--- src/rtl/vga_pkg.sv ---
// VGA mode constants and shared types for the sync decoder and the timing generator.
package vga_pkg;

  localparam int unsigned H_ACTIVE    = 640;
  localparam int unsigned H_FP        = 16;
  localparam int unsigned H_SYNC      = 96;
  localparam int unsigned H_BP        = 48;
  localparam int unsigned H_TOTAL     = H_ACTIVE + H_FP + H_SYNC + H_BP;
  localparam int unsigned V_ACTIVE    = 480;
  localparam int unsigned V_FP        = 10;
  localparam int unsigned V_SYNC      = 2;
  localparam int unsigned V_BP        = 33;
  localparam int unsigned V_TOTAL     = V_ACTIVE + V_FP + V_SYNC + V_BP;
  localparam int unsigned LOCK_FRAMES = 2;

  localparam int unsigned COORD_W = 10;
  localparam int unsigned COLOR_W = 4;

  typedef logic [COORD_W-1:0] coord_t;

  typedef enum logic [1:0] {
    SEARCH,
    TRACK,
    LOCKED
  } sync_state_t;

  typedef struct packed {
    logic [COLOR_W-1:0] r;
    logic [COLOR_W-1:0] g;
    logic [COLOR_W-1:0] b;
  } rgb_t;

  // Increment that sticks at all-ones so runaway counters never wrap.
  function automatic coord_t sat_inc(input coord_t v);
    return (v == '1) ? v : v + coord_t'(1);
  endfunction

endpackage

--- src/rtl/vga_sync_decoder_edge_det.sv ---
// Two-flop sampler with a falling-edge pulse (sync signals are active low).
module vga_edge_det (
  input  logic clk,
  input  logic rst_n,
  input  logic d,
  output logic fall_c
);

  logic q;
  logic qq;

  always_ff @(posedge clk or negedge rst_n) begin
    if (!rst_n) begin
      q  <= 1'b0;
      qq <= 1'b0;
    end else begin
      q  <= d;
      qq <= q;
    end
  end

  assign fall_c = qq & ~q;

endmodule

--- src/rtl/vga_sync_decoder.sv ---
// Receive-side VGA timing recovery: pixel coordinates, data enable, timing checks and lock.
// Optional frame checksum outputs (frame_sum, sum_valid) are built when VGA_FRAME_CHECKSUM_EN is defined.
module vga_sync_decoder #(
  parameter int unsigned H_ACTIVE    = vga_pkg::H_ACTIVE,
  parameter int unsigned H_FP        = vga_pkg::H_FP,
  parameter int unsigned H_SYNC      = vga_pkg::H_SYNC,
  parameter int unsigned H_BP        = vga_pkg::H_BP,
  parameter int unsigned V_ACTIVE    = vga_pkg::V_ACTIVE,
  parameter int unsigned V_FP        = vga_pkg::V_FP,
  parameter int unsigned V_SYNC      = vga_pkg::V_SYNC,
  parameter int unsigned V_BP        = vga_pkg::V_BP,
  parameter int unsigned LOCK_FRAMES = vga_pkg::LOCK_FRAMES
) (
  input  logic            vgaclk,
  input  logic            rst_n,
  input  logic            hsync,
  input  logic            vsync,
  input  logic [3:0]      red,
  input  logic [3:0]      green,
  input  logic [3:0]      blue,
  output vga_pkg::coord_t x,
  output vga_pkg::coord_t y,
  output logic            de,
  output logic [3:0]      pix_r,
  output logic [3:0]      pix_g,
  output logic [3:0]      pix_b,
  output logic            frame_start,
  output logic            locked,
  output logic            sync_err
`ifdef VGA_FRAME_CHECKSUM_EN
  ,
  output logic [15:0]     frame_sum,
  output logic            sum_valid
`endif
);

  import vga_pkg::*;

  localparam int unsigned LINE_LEN  = H_ACTIVE + H_FP + H_SYNC + H_BP;
  localparam int unsigned FRAME_LEN = V_ACTIVE + V_FP + V_SYNC + V_BP;
  localparam int unsigned GOOD_W    = 3;

  typedef logic [GOOD_W-1:0] good_t;

  localparam coord_t LINE_LAST  = coord_t'(LINE_LEN - 1);
  localparam coord_t FRAME_LAST = coord_t'(FRAME_LEN - 1);
  localparam coord_t H_BEGIN    = coord_t'(H_SYNC + H_BP);
  localparam coord_t H_END      = coord_t'(H_SYNC + H_BP + H_ACTIVE);
  localparam coord_t V_BEGIN    = coord_t'(V_SYNC + V_BP);
  localparam coord_t V_END      = coord_t'(V_SYNC + V_BP + V_ACTIVE);
  localparam coord_t CNT_MAX    = '1;
  localparam good_t  LOCK_GOOD  = good_t'(LOCK_FRAMES);

  logic        line_ev_c;
  logic        frame_ev_c;
  rgb_t        rgb_q;
  coord_t      hcnt_r;
  coord_t      vcnt_r;
  coord_t      hcnt_c;
  coord_t      vcnt_c;
  logic        vs_pending;
  logic        h_valid;
  logic        frame_hit_c;
  logic        sat_err_c;
  logic        line_err_c;
  logic        frame_err_c;
  logic        err_c;
  logic        in_win_c;
  sync_state_t state;
  sync_state_t state_d;
  good_t       good_cnt;
  good_t       good_d;
  logic        frame_bad;
  logic        frame_bad_d;

  vga_edge_det u_hs_edge (.clk(vgaclk), .rst_n(rst_n), .d(hsync), .fall_c(line_ev_c));
  vga_edge_det u_vs_edge (.clk(vgaclk), .rst_n(rst_n), .d(vsync), .fall_c(frame_ev_c));

  // Counters are evaluated for the pixel currently held in rgb_q.
  always_comb begin
    frame_hit_c = line_ev_c & (vs_pending | frame_ev_c);
    hcnt_c      = line_ev_c ? '0 : sat_inc(hcnt_r);
    vcnt_c      = vcnt_r;
    if (frame_hit_c) begin
      vcnt_c = '0;
    end else if (line_ev_c) begin
      vcnt_c = sat_inc(vcnt_r);
    end
    sat_err_c   = !line_ev_c && (hcnt_c == CNT_MAX) && (hcnt_r != CNT_MAX);
    line_err_c  = line_ev_c && h_valid && (hcnt_r != LINE_LAST);
    frame_err_c = frame_hit_c && (state != SEARCH) && (vcnt_r != FRAME_LAST);
    err_c       = sat_err_c | line_err_c | frame_err_c;
    in_win_c    = (hcnt_c >= H_BEGIN) && (hcnt_c < H_END) &&
                  (vcnt_c >= V_BEGIN) && (vcnt_c < V_END);
  end

  // Lock tracking: a frame counts as good only if no error occurred anywhere in it.
  always_comb begin
    state_d     = state;
    good_d      = good_cnt;
    frame_bad_d = frame_bad;
    unique case (state)
      SEARCH: begin
        if (frame_hit_c) begin
          state_d     = TRACK;
          good_d      = '0;
          frame_bad_d = 1'b0;
        end
      end
      TRACK: begin
        if (frame_hit_c) begin
          frame_bad_d = 1'b0;
          if (err_c || frame_bad) begin
            good_d = '0;
          end else if (good_cnt + good_t'(1) == LOCK_GOOD) begin
            good_d  = LOCK_GOOD;
            state_d = LOCKED;
          end else begin
            good_d = good_cnt + good_t'(1);
          end
        end else if (err_c) begin
          good_d      = '0;
          frame_bad_d = 1'b1;
        end
      end
      LOCKED: begin
        if (err_c) begin
          state_d = SEARCH;
          good_d  = '0;
        end
      end
      default: state_d = SEARCH;
    endcase
  end

  always_ff @(posedge vgaclk or negedge rst_n) begin
    if (!rst_n) begin
      rgb_q      <= '0;
      hcnt_r     <= '0;
      vcnt_r     <= '0;
      vs_pending <= 1'b0;
      h_valid    <= 1'b0;
      state      <= SEARCH;
      good_cnt   <= '0;
      frame_bad  <= 1'b0;
    end else begin
      rgb_q     <= '{r: red, g: green, b: blue};
      hcnt_r    <= hcnt_c;
      vcnt_r    <= vcnt_c;
      state     <= state_d;
      good_cnt  <= good_d;
      frame_bad <= frame_bad_d;
      if (frame_hit_c) begin
        vs_pending <= 1'b0;
      end else if (frame_ev_c) begin
        vs_pending <= 1'b1;
      end
      // After saturation the next line length is meaningless, so skip its check.
      if (line_ev_c) begin
        h_valid <= 1'b1;
      end else if (sat_err_c) begin
        h_valid <= 1'b0;
      end
    end
  end

  always_ff @(posedge vgaclk or negedge rst_n) begin
    if (!rst_n) begin
      x           <= '0;
      y           <= '0;
      de          <= 1'b0;
      pix_r       <= '0;
      pix_g       <= '0;
      pix_b       <= '0;
      frame_start <= 1'b0;
      locked      <= 1'b0;
      sync_err    <= 1'b0;
    end else begin
      de          <= in_win_c && (state == LOCKED);
      pix_r       <= rgb_q.r;
      pix_g       <= rgb_q.g;
      pix_b       <= rgb_q.b;
      frame_start <= frame_hit_c;
      locked      <= (state == LOCKED);
      sync_err    <= err_c;
      if (in_win_c) begin
        x <= hcnt_c - H_BEGIN;
        y <= vcnt_c - V_BEGIN;
      end
    end
  end

`ifdef VGA_FRAME_CHECKSUM_EN
  logic [15:0] sum_acc;
  logic [15:0] sum_acc_c;

  assign sum_acc_c = de ? sum_acc + 16'({pix_r, pix_g, pix_b}) : sum_acc;

  // Frame boundary hands the running sum off in the same cycle frame_start is registered.
  always_ff @(posedge vgaclk or negedge rst_n) begin
    if (!rst_n) begin
      sum_acc   <= '0;
      frame_sum <= '0;
      sum_valid <= 1'b0;
    end else if (frame_hit_c) begin
      frame_sum <= sum_acc_c;
      sum_valid <= 1'b1;
      sum_acc   <= '0;
    end else begin
      sum_valid <= 1'b0;
      sum_acc   <= sum_acc_c;
    end
  end
`endif

endmodule
--- config.mk ---
export PLATFORM = sky130hd
export DESIGN_NAME = vga_sync_decoder
export DESIGN_NICKNAME = d
export VERILOG_FILES = /design/src/rtl/vga_pkg.sv /design/src/rtl/vga_sync_decoder_edge_det.sv /design/src/rtl/vga_sync_decoder.sv
export SDC_FILE = /design/constraint.sdc
export NUM_CORES = 1
export LEC_CHECK = 0
export BUFFER_PORTS_ARGS = -buffer_cell sky130_fd_sc_hd__buf_2
export CORE_ASPECT_RATIO = 2
export CORE_MARGIN = 2
export CORE_UTILIZATION = 54
export CTS_BUF_LIST = sky130_fd_sc_hd__clkbuf_4
export CTS_CLUSTER_DIAMETER = 120
export DETAILED_ROUTE_END_ITERATION = 12
export PLACE_DENSITY = 0.87
export SLEW_MARGIN = 20
export SYNTH_ARGS = -nofsm -noshare
export SYNTH_HDL_FRONTEND = slang
export SYNTH_SLANG_ARGS = --single-unit
--- constraint.sdc ---
create_clock -name vgaclk -period 3.1 [get_ports vgaclk]
set_input_delay 0.155 -clock vgaclk [delete_from_list [all_inputs] [get_ports vgaclk]]
set_output_delay 0.155 -clock vgaclk [all_outputs]
set_load 0.01 [all_outputs]
* Word level (Yosys, flattened, before mapping)
Cells that the tools add are included.
** Storage, ports and cells
- Bits in registers :: 80
- Bits of input ports :: 16
- Word-level logic and storage cells :: 101
- Output and inout port bits :: 36
** Cells by class
- $add $sub $neg :: 5
- Mux-type cells :: 25
- Bitwise gates (word level) :: 8
- Equal/unequal tests :: 15
- Magnitude comparators :: 4
- Reduce and logical (&&, ||, !) cells :: 21
** Operators by type and width (count)
- 10-bit two-way mux :: 5
- 10-bit == test, second input constant :: 3
- 10-bit inequality test, second input constant :: 3
- 10-bit by 1-bit adder with 10-bit output, second input constant :: 2
- 10-bit < comparator, second input constant :: 2
- 3-bit two-way mux :: 5
- 10-bit by 6-bit greater-or-equal comparator with 1-bit output, second input constant :: 1
- 10-bit by 8-bit greater-or-equal comparator with 1-bit output, second input constant :: 1
- 1-bit logical AND :: 10
- 2-bit two-way mux :: 5
- 2-bit inequality test, second input constant :: 5
- 10-bit by 6-bit subtractor with 10-bit output, second input constant :: 1
- 10-bit by 8-bit subtractor with 10-bit output, second input constant :: 1
- 3-bit one-hot mux with 3 select lines :: 1
- 2-bit nonzero test :: 4
- 1-bit two-way mux :: 7
- 2-bit one-hot mux with 3 select lines :: 1
- 5-bit AND reduction :: 1
- 3-bit by 1-bit adder with 3-bit output, second input constant :: 1
- 1-bit bitwise AND :: 3
- 3-bit by 2-bit == test with 1-bit output, second input constant :: 1
- 3-bit inequality test, second input constant :: 1
- 1-bit bitwise OR :: 3
- 3-bit AND reduction :: 1
- other kinds (9) :: 10

* Depth between registers and ports, before layout
- Depth after elaboration :: 12
- Mapped depth :: 14
- Mapped depth without buffers :: 12

* Hierarchy
Synthesis repeated with hierarchy kept, for this count alone.
** Second synthesis, totals
- Cells, all modules :: 335
- Area total of the unflattened synthesis :: 3818.7 sq um
** By module, submodules not included
- vga_sync_decoder :: cells an instance 329, seq. area each 1901.8 sq um, instances 1, area an instance 3691.0 sq um
- vga_edge_det :: cells an instance 3, seq. area each 50.0 sq um, instances 2, area an instance 63.8 sq um

* Least setup slack after synthesis
OpenSTA, ideal clock, no wires.
- Path kind :: register to register
- Start point :: register hcnt_r[0]
- End point :: register x[0]
- Setup slack :: -0.099 ns
- Buffers on the path :: 2
- Setup time :: 0.125 ns
- Stages on the path, launching flop included :: 14
- Required time :: 2.975 ns
- Clock period less this slack :: 3.199 ns
- Arrival time :: 3.074 ns
- Cell sequence :: dfrtp_1 ha_1 clkbuf_1 and4_1 a311o_1 a21oi_1 ha_1 o21ai_0 a21o_1 o311ai_0 a211oi_2 a21oi_4 buf_6 mux2_4
** On the way
- Longest elaborated chain between the ends :: 7
** RTL lines
- start, declared :: RTL line vga_sync_decoder.sv:57 : coord_t hcnt_r;
- start signal, assigned :: RTL line vga_sync_decoder.sv:148 : hcnt_r <= hcnt_c;
- 10-bit by 1-bit adder with 10-bit output / 10-bit == test (equally long branches) :: RTL line vga_pkg.sv:35 : return (v == '1) ? v : v + coord_t'(1);
- 10-bit two-way mux (*) :: RTL line vga_pkg.sv:35
- 10-bit two-way mux (*) :: RTL line vga_sync_decoder.sv:82 : hcnt_c = line_ev_c ? '0 : sat_inc(hcnt_r);
- 10-bit by 8-bit greater-or-equal comparator with 1-bit output / 10-bit < comparator (equally long branches) :: RTL line vga_sync_decoder.sv:93 : in_win_c = (hcnt_c >= H_BEGIN) && (hcnt_c < H_END) &&
- 1-bit logical AND (2 in series) :: RTL line vga_sync_decoder.sv:93
- 1-bit logical AND :: RTL line vga_sync_decoder.sv:94 : (vcnt_c >= V_BEGIN) && (vcnt_c < V_END);
- end signal, assigned :: RTL line vga_sync_decoder.sv:187 : x <= hcnt_c - H_BEGIN;
- end, declared :: RTL line vga_sync_decoder.sv:21 : output vga_pkg::coord_t x,
Mark *: on every way between the ends. The rest lies on a longest branch, timed or not.
A chain may end at the register's enable or synchronous reset.

* Worst setup path in the final report
- Start point :: register hcnt_r[0]
- End point :: register y[1]
** On the way
- Longest elaborated chain between the ends :: 7
** RTL lines
- 10-bit by 1-bit adder with 10-bit output / 10-bit == test (equally long branches) :: RTL line vga_pkg.sv:35
- 10-bit two-way mux (*) :: RTL line vga_pkg.sv:35
- 10-bit two-way mux (*) :: RTL line vga_sync_decoder.sv:82
- 10-bit by 8-bit greater-or-equal comparator with 1-bit output / 10-bit < comparator (equally long branches) :: RTL line vga_sync_decoder.sv:93
- 1-bit logical AND (*) (2 in series) :: RTL line vga_sync_decoder.sv:93
- 1-bit logical AND (*) :: RTL line vga_sync_decoder.sv:94
- end signal, assigned :: RTL line vga_sync_decoder.sv:188 : y <= vcnt_c - V_BEGIN;
- end, declared :: RTL line vga_sync_decoder.sv:22 : output vga_pkg::coord_t y,
Marks and branches as above.

==> impl_results.html <==
<table>
<tr><th>Metric</th><th>Value</th></tr>
<tr><th colspan="2">Logic synthesis</th></tr>
<tr><td>Seq/Total Area, Yosys</td><td>48.7%</td></tr>
<tr><td>Total of warnings raised by yosys</td><td>0</td></tr>
<tr><td>Share of async-settable or async-resettable flops after synthesis</td><td>100%</td></tr>
<tr><td>Post-synth net total</td><td>382</td></tr>
<tr><td>Post-Synthesis Cell Area</td><td>4110 sq um</td></tr>
<tr><td>Cell count after synthesis</td><td>354</td></tr>
<tr><td>Number of synthesized flops with an enable pin</td><td>0</td></tr>
<tr><td>Synthesis-stage register bit count</td><td>80</td></tr>
<tr><td>Top flip-flop cell by instance count after synthesis</td><td>dfrtp_1</td></tr>
<tr><td>Netlist cell types</td><td>79</td></tr>
<tr><td>Mean instance size in the synthesized netlist</td><td>11.6 sq um</td></tr>
<tr><th colspan="2">Placed design</th></tr>
<tr><td>Routability congestion estimate from global placement</td><td>0.981</td></tr>
<tr><td>Worst setup slack before clock tree synthesis</td><td>-0.237 ns</td></tr>
<tr><td>Total of buffers placed on input and output ports</td><td>51</td></tr>
<tr><td>DPL Wire Length</td><td>6520 um</td></tr>
<tr><td>Number of placed cells counting well taps</td><td>531</td></tr>
<tr><th colspan="2">STA</th></tr>
<tr><td>Clock Skews</td><td>0.0209 ns</td></tr>
<tr><td>Final count of negative-setup-slack endpoints</td><td>0</td></tr>
<tr><td>Final period util</td><td>97.0%</td></tr>
<tr><td>Upper clock frequency limit</td><td>333 MHz</td></tr>
<tr><td>Worst-case headroom to the max-slew limit</td><td>37.2%</td></tr>
<tr><td>Worst hold slack across all endpoints</td><td>0.356 ns</td></tr>
<tr><td>Worst Setup Slack, final</td><td>0.0938 ns</td></tr>
<tr><td>Number of failing hold endpoints at the final stage</td><td>0</td></tr>
<tr><td>Final critical-path required period</td><td>3.01 ns</td></tr>
<tr><td>Actual slew at the worst max-slew pin</td><td>0.941 ns</td></tr>
<tr><td>Count of pins over their slew limit</td><td>0</td></tr>
<tr><th colspan="2">Global routing</th></tr>
<tr><td>Antenna violations before repair</td><td>1</td></tr>
<tr><td>Wire length of the first global-routing pass</td><td>15600 um</td></tr>
<tr><td>Grt met3 use</td><td>5.19%</td></tr>
<tr><td>Vias in the first global route</td><td>3290</td></tr>
<tr><td>Global route overflow</td><td>0</td></tr>
<tr><td>Maximum number of pins on one net before global-route repair</td><td>81</td></tr>
<tr><td>Gr usage total</td><td>24.1%</td></tr>
<tr><td>Most used routing layer</td><td>met2</td></tr>
<tr><td>GR Util met1</td><td>30.9%</td></tr>
<tr><td>Fraction of met2 tracks used by global routing</td><td>39.2%</td></tr>
<tr><th colspan="2">Finish</th></tr>
<tr><td>Share of post-route cells with drive strength above 1</td><td>36.3%</td></tr>
<tr><td>Number of filler instances in the final layout</td><td>540</td></tr>
<tr><td>Post-layout nets</td><td>498</td></tr>
<tr><td>Most used cells in the layout excluding fill and tap cells</td><td>dfrtp_1 (80), buf_4 (53), buf_2 (50)</td></tr>
<tr><td>Leading cell type in the layout, fill and taps excluded</td><td>dfrtp_1</td></tr>
<tr><td>Area growth syn-to-layout</td><td>26.6%</td></tr>
<tr><td>Number of non-filler instances in the completed layout</td><td>569</td></tr>
<tr><td>Area of combinational cells with multiple inputs</td><td>1970 sq um</td></tr>
<tr><td>Register Area</td><td>2000 sq um</td></tr>
<tr><th colspan="2">Route</th></tr>
<tr><td>Average wire per standard cell</td><td>17.3 um</td></tr>
<tr><td>Average via count per standard cell</td><td>5.81</td></tr>
<tr><td>Antenna violation net count after detailed routing</td><td>0</td></tr>
<tr><td>Number of design rule violations left after detail routing</td><td>0</td></tr>
<tr><td>Routed wire length</td><td>9870 um</td></tr>
<tr><td>Drt first-iter violations</td><td>249</td></tr>
<tr><td>Number of vias after detailed routing</td><td>3306</td></tr>
<tr><td>Iteration count of the initial detailed-routing pass</td><td>5</td></tr>
<tr><th colspan="2">CTS</th></tr>
<tr><td>Clock buffer count from CTS</td><td>9</td></tr>
<tr><td>CTS tree</td><td>yes</td></tr>
<tr><td>H-tree Lvls</td><td>3</td></tr>
<tr><td>Deepest clock path buffer count</td><td>2</td></tr>
<tr><td>Clock latency reported for the late side of the worst-skew pair</td><td>0.44 ns</td></tr>
<tr><td>Clk sinks</td><td>80</td></tr>
<tr><td>Clock input transition at the sequential cells of the worst setup and hold paths</td><td>0.12 ns</td></tr>
<tr><td>Buffer type at the clock tree root</td><td>clkbuf_4</td></tr>
<tr><th colspan="2">Floorplanning</th></tr>
<tr><td>Die Footprint</td><td>8380 sq um</td></tr>
<tr><td>Height of the die</td><td>127 um</td></tr>
<tr><td>Initial standard-cell utilization of the core</td><td>54.9%</td></tr>
<tr><td>Placeable core area</td><td>7490 sq um</td></tr>
<tr><td>Number of rows in the core area</td><td>45</td></tr>
<tr><td>Top Ports</td><td>52</td></tr>
<tr><td>Floorplan die width</td><td>65.7 um</td></tr>
<tr><th colspan="2">Worst setup path</th></tr>
<tr><td>Critical Path End Type</td><td>flip-flop</td></tr>
<tr><td>Biggest fanout along the worst timing path</td><td>8</td></tr>
<tr><td>Slowest-stage cell, CP</td><td>dfrtp_1</td></tr>
<tr><td>Worst-path cell chain</td><td>ha_2, and4_4, a311o_1, a21oi_2, ha_1, o21ai_0, a21o_1, o311ai_2, a211oi_2, buf_4, a21oi_4, buf_12, mux2_1</td></tr>
<tr><td>Signal arrival time at the worst endpoint</td><td>3.33 ns</td></tr>
<tr><td>Category of the most critical setup path</td><td>flip-flop to flip-flop</td></tr>
<tr><td>Number of cells on the worst reg-to-reg path</td><td>13</td></tr>
<tr><td>Max stage delay on crit path</td><td>0.40 ns</td></tr>
<tr><td>Register-to-register path setup slack</td><td>0.09 ns</td></tr>
<tr><td>Startpoint kind of the worst setup timing path</td><td>flip-flop</td></tr>
<tr><td>Crit path required time</td><td>3.43 ns</td></tr>
<tr><th colspan="2">Worst hold path</th></tr>
<tr><td>Class of the tightest hold or removal check</td><td>input port to flip-flop</td></tr>
<tr><td>Hold Path Cell Cnt</td><td>2</td></tr>
<tr><th colspan="2">Pwr</th></tr>
<tr><td>Power per unit of standard cell area</td><td>539 nW/um^2</td></tr>
<tr><td>Leakage power</td><td>0.00247 uW</td></tr>
<tr><td>Peak supply drop</td><td>0.385 mV</td></tr>
<tr><td>Final Power</td><td>2810 uW</td></tr>
<tr><th colspan="2">Job</th></tr>
<tr><td>Max-cap violations</td><td>0</td></tr>
<tr><th colspan="2">Outcome</th></tr>
<tr><td>Run status</td><td>complete, no violations</td></tr>
</table>
-- worst paths after layout --
path	start	end
setup / recovery	hcnt_r[0]	y[1]
hold / removal	green[3]	rgb_q[7]
setup reg to reg	hcnt_r[0]	y[1]
hold reg to reg	rgb_q[3]	pix_b[3]
max in group asynchronous	rst_n	hcnt_r[6]
min in group asynchronous	rst_n	frame_bad
-- worst max-delay path, delay by kind of cell (launching register included) --
| kind | cells | cell delay (ns) |
|---|---|---|
| fa+ha+maj | 2 | 0.34 |
| flops | 1 | 0.40 |
| compound gates | 7 | 1.31 |
| buf+inv | 2 | 0.33 |
| simple gates | 1 | 0.17 |
| mux | 1 | 0.32 |
-- flip-flops by register name, indices dropped and copies added (netlist names), 2 cells and up --
| name | cells |
|---|---|
| good_cnt | 3 |
| hcnt_r | 10 |
| pix_b | 4 |
| pix_g | 4 |
| pix_r | 4 |
| rgb_q | 12 |
| state | 2 |
| vcnt_r | 10 |
| x | 10 |
| y | 10 |
-- cell type report --
class / count / area share (%)
flip-flops and latches: 80 / 38.4
clock buffers: 9 / 1.30
clock inverters: 6 / 2.55
inverters: 18 / 1.30
well taps: 94 / 2.26
multi-input cells: 240 / 37.8
repair buffers: 121 / 16.3
diodes: 1 / 0.0481
-- stage by stage --
stage          instance area [sq um]  util (%)  setup TNS (ns)
2_1_floorplan                   4120         -               0
3_3_place_gp                    4730      63.2           -1.93
3_5_place_dp                    4730      63.2           -3.68
4_1_cts                         5130      68.5               0
5_1_grt                         5210      69.5          -0.618
6_report                        5210      69.5               0
-- repair_timing --
item                       CTS  global route
hold buffers                15             0
hold endpoints to repair    94             0
pin swaps                    0             6
gates resized for setup      1             9
cloned                       1             0
setup endpoints to repair   21            24
setup buffers                2             4
-- where the power goes --
part,switching [uW],internal (uW),leakage [uW]
Sequential,56.6,1120,0.00103
Combinational,466,331,0.00134
Clock,351,484,0.000104
Total,873,1940,0.00247
-- metal layers --
| metal | share of wire, % | vias to the layer above |
|---|---|---|
| li1 | - | 1542 |
| met1 | 39 | 1611 |
| met2 | 53 | 137 |
| met3 | 6.1 | 16 |
| met4 | 1.9 | 0 |
| met5 | 0 | - |
-- Yosys cell counts, types with 3 or more instances --
| cell type | instances | share of area, % |
|---|---|---|
| xnor2_1 | 7 | 1.5 |
| ha_1 | 12 | 3.6 |
| a21o_1 | 3 | 0.55 |
| o211ai_1 | 3 | 0.55 |
| nor2b_1 | 3 | 0.46 |
| mux2i_1 | 7 | 1.7 |
| a21oi_1 | 9 | 1.1 |
| a31oi_1 | 4 | 0.61 |
| xor2_1 | 4 | 0.85 |
| nor4b_1 | 3 | 0.64 |
| buf_6 | 4 | 1.1 |
| nor2_1 | 22 | 2.0 |
| nand2_1 | 13 | 1.2 |
| o31ai_1 | 4 | 0.73 |
| clkbuf_1 | 4 | 0.36 |
| dfrtp_1 | 80 | 49 |
| nor4_1 | 7 | 1.1 |
| and4_1 | 7 | 1.5 |
| buf_2 | 5 | 0.61 |
| mux2_4 | 16 | 5.8 |
| mux2_2 | 4 | 1.1 |
| nand3_1 | 19 | 2.3 |
| nor3_1 | 4 | 0.49 |
| inv_1 | 17 | 1.6 |
| and2_1 | 5 | 0.76 |
| nand2b_1 | 4 | 0.61 |
| o21ai_0 | 11 | 1.3 |
| nand3b_1 | 3 | 0.55 |
| o21ai_2 | 3 | 0.64 |
| or3_1 | 3 | 0.46 |
| nand4_1 | 5 | 0.76 |
-- cells by family (layout without fill, tap and decap cells) --
| group | after synthesis | after routing | synth area share, % |
|---|---|---|---|
| simple gates | 114 | 114 | 16.3 |
| flops | 80 | 80 | 48.7 |
| compound gates | 74 | 75 | 15.3 |
| buf+inv | 35 | 154 | 4.77 |
| mux | 28 | 28 | 8.91 |
| fa+ha+maj | 12 | 12 | 3.65 |
| xor+xnor | 11 | 11 | 2.34 |
| other cells | 0 | 1 | 0 |
Power figures use the tool's default switching activity.
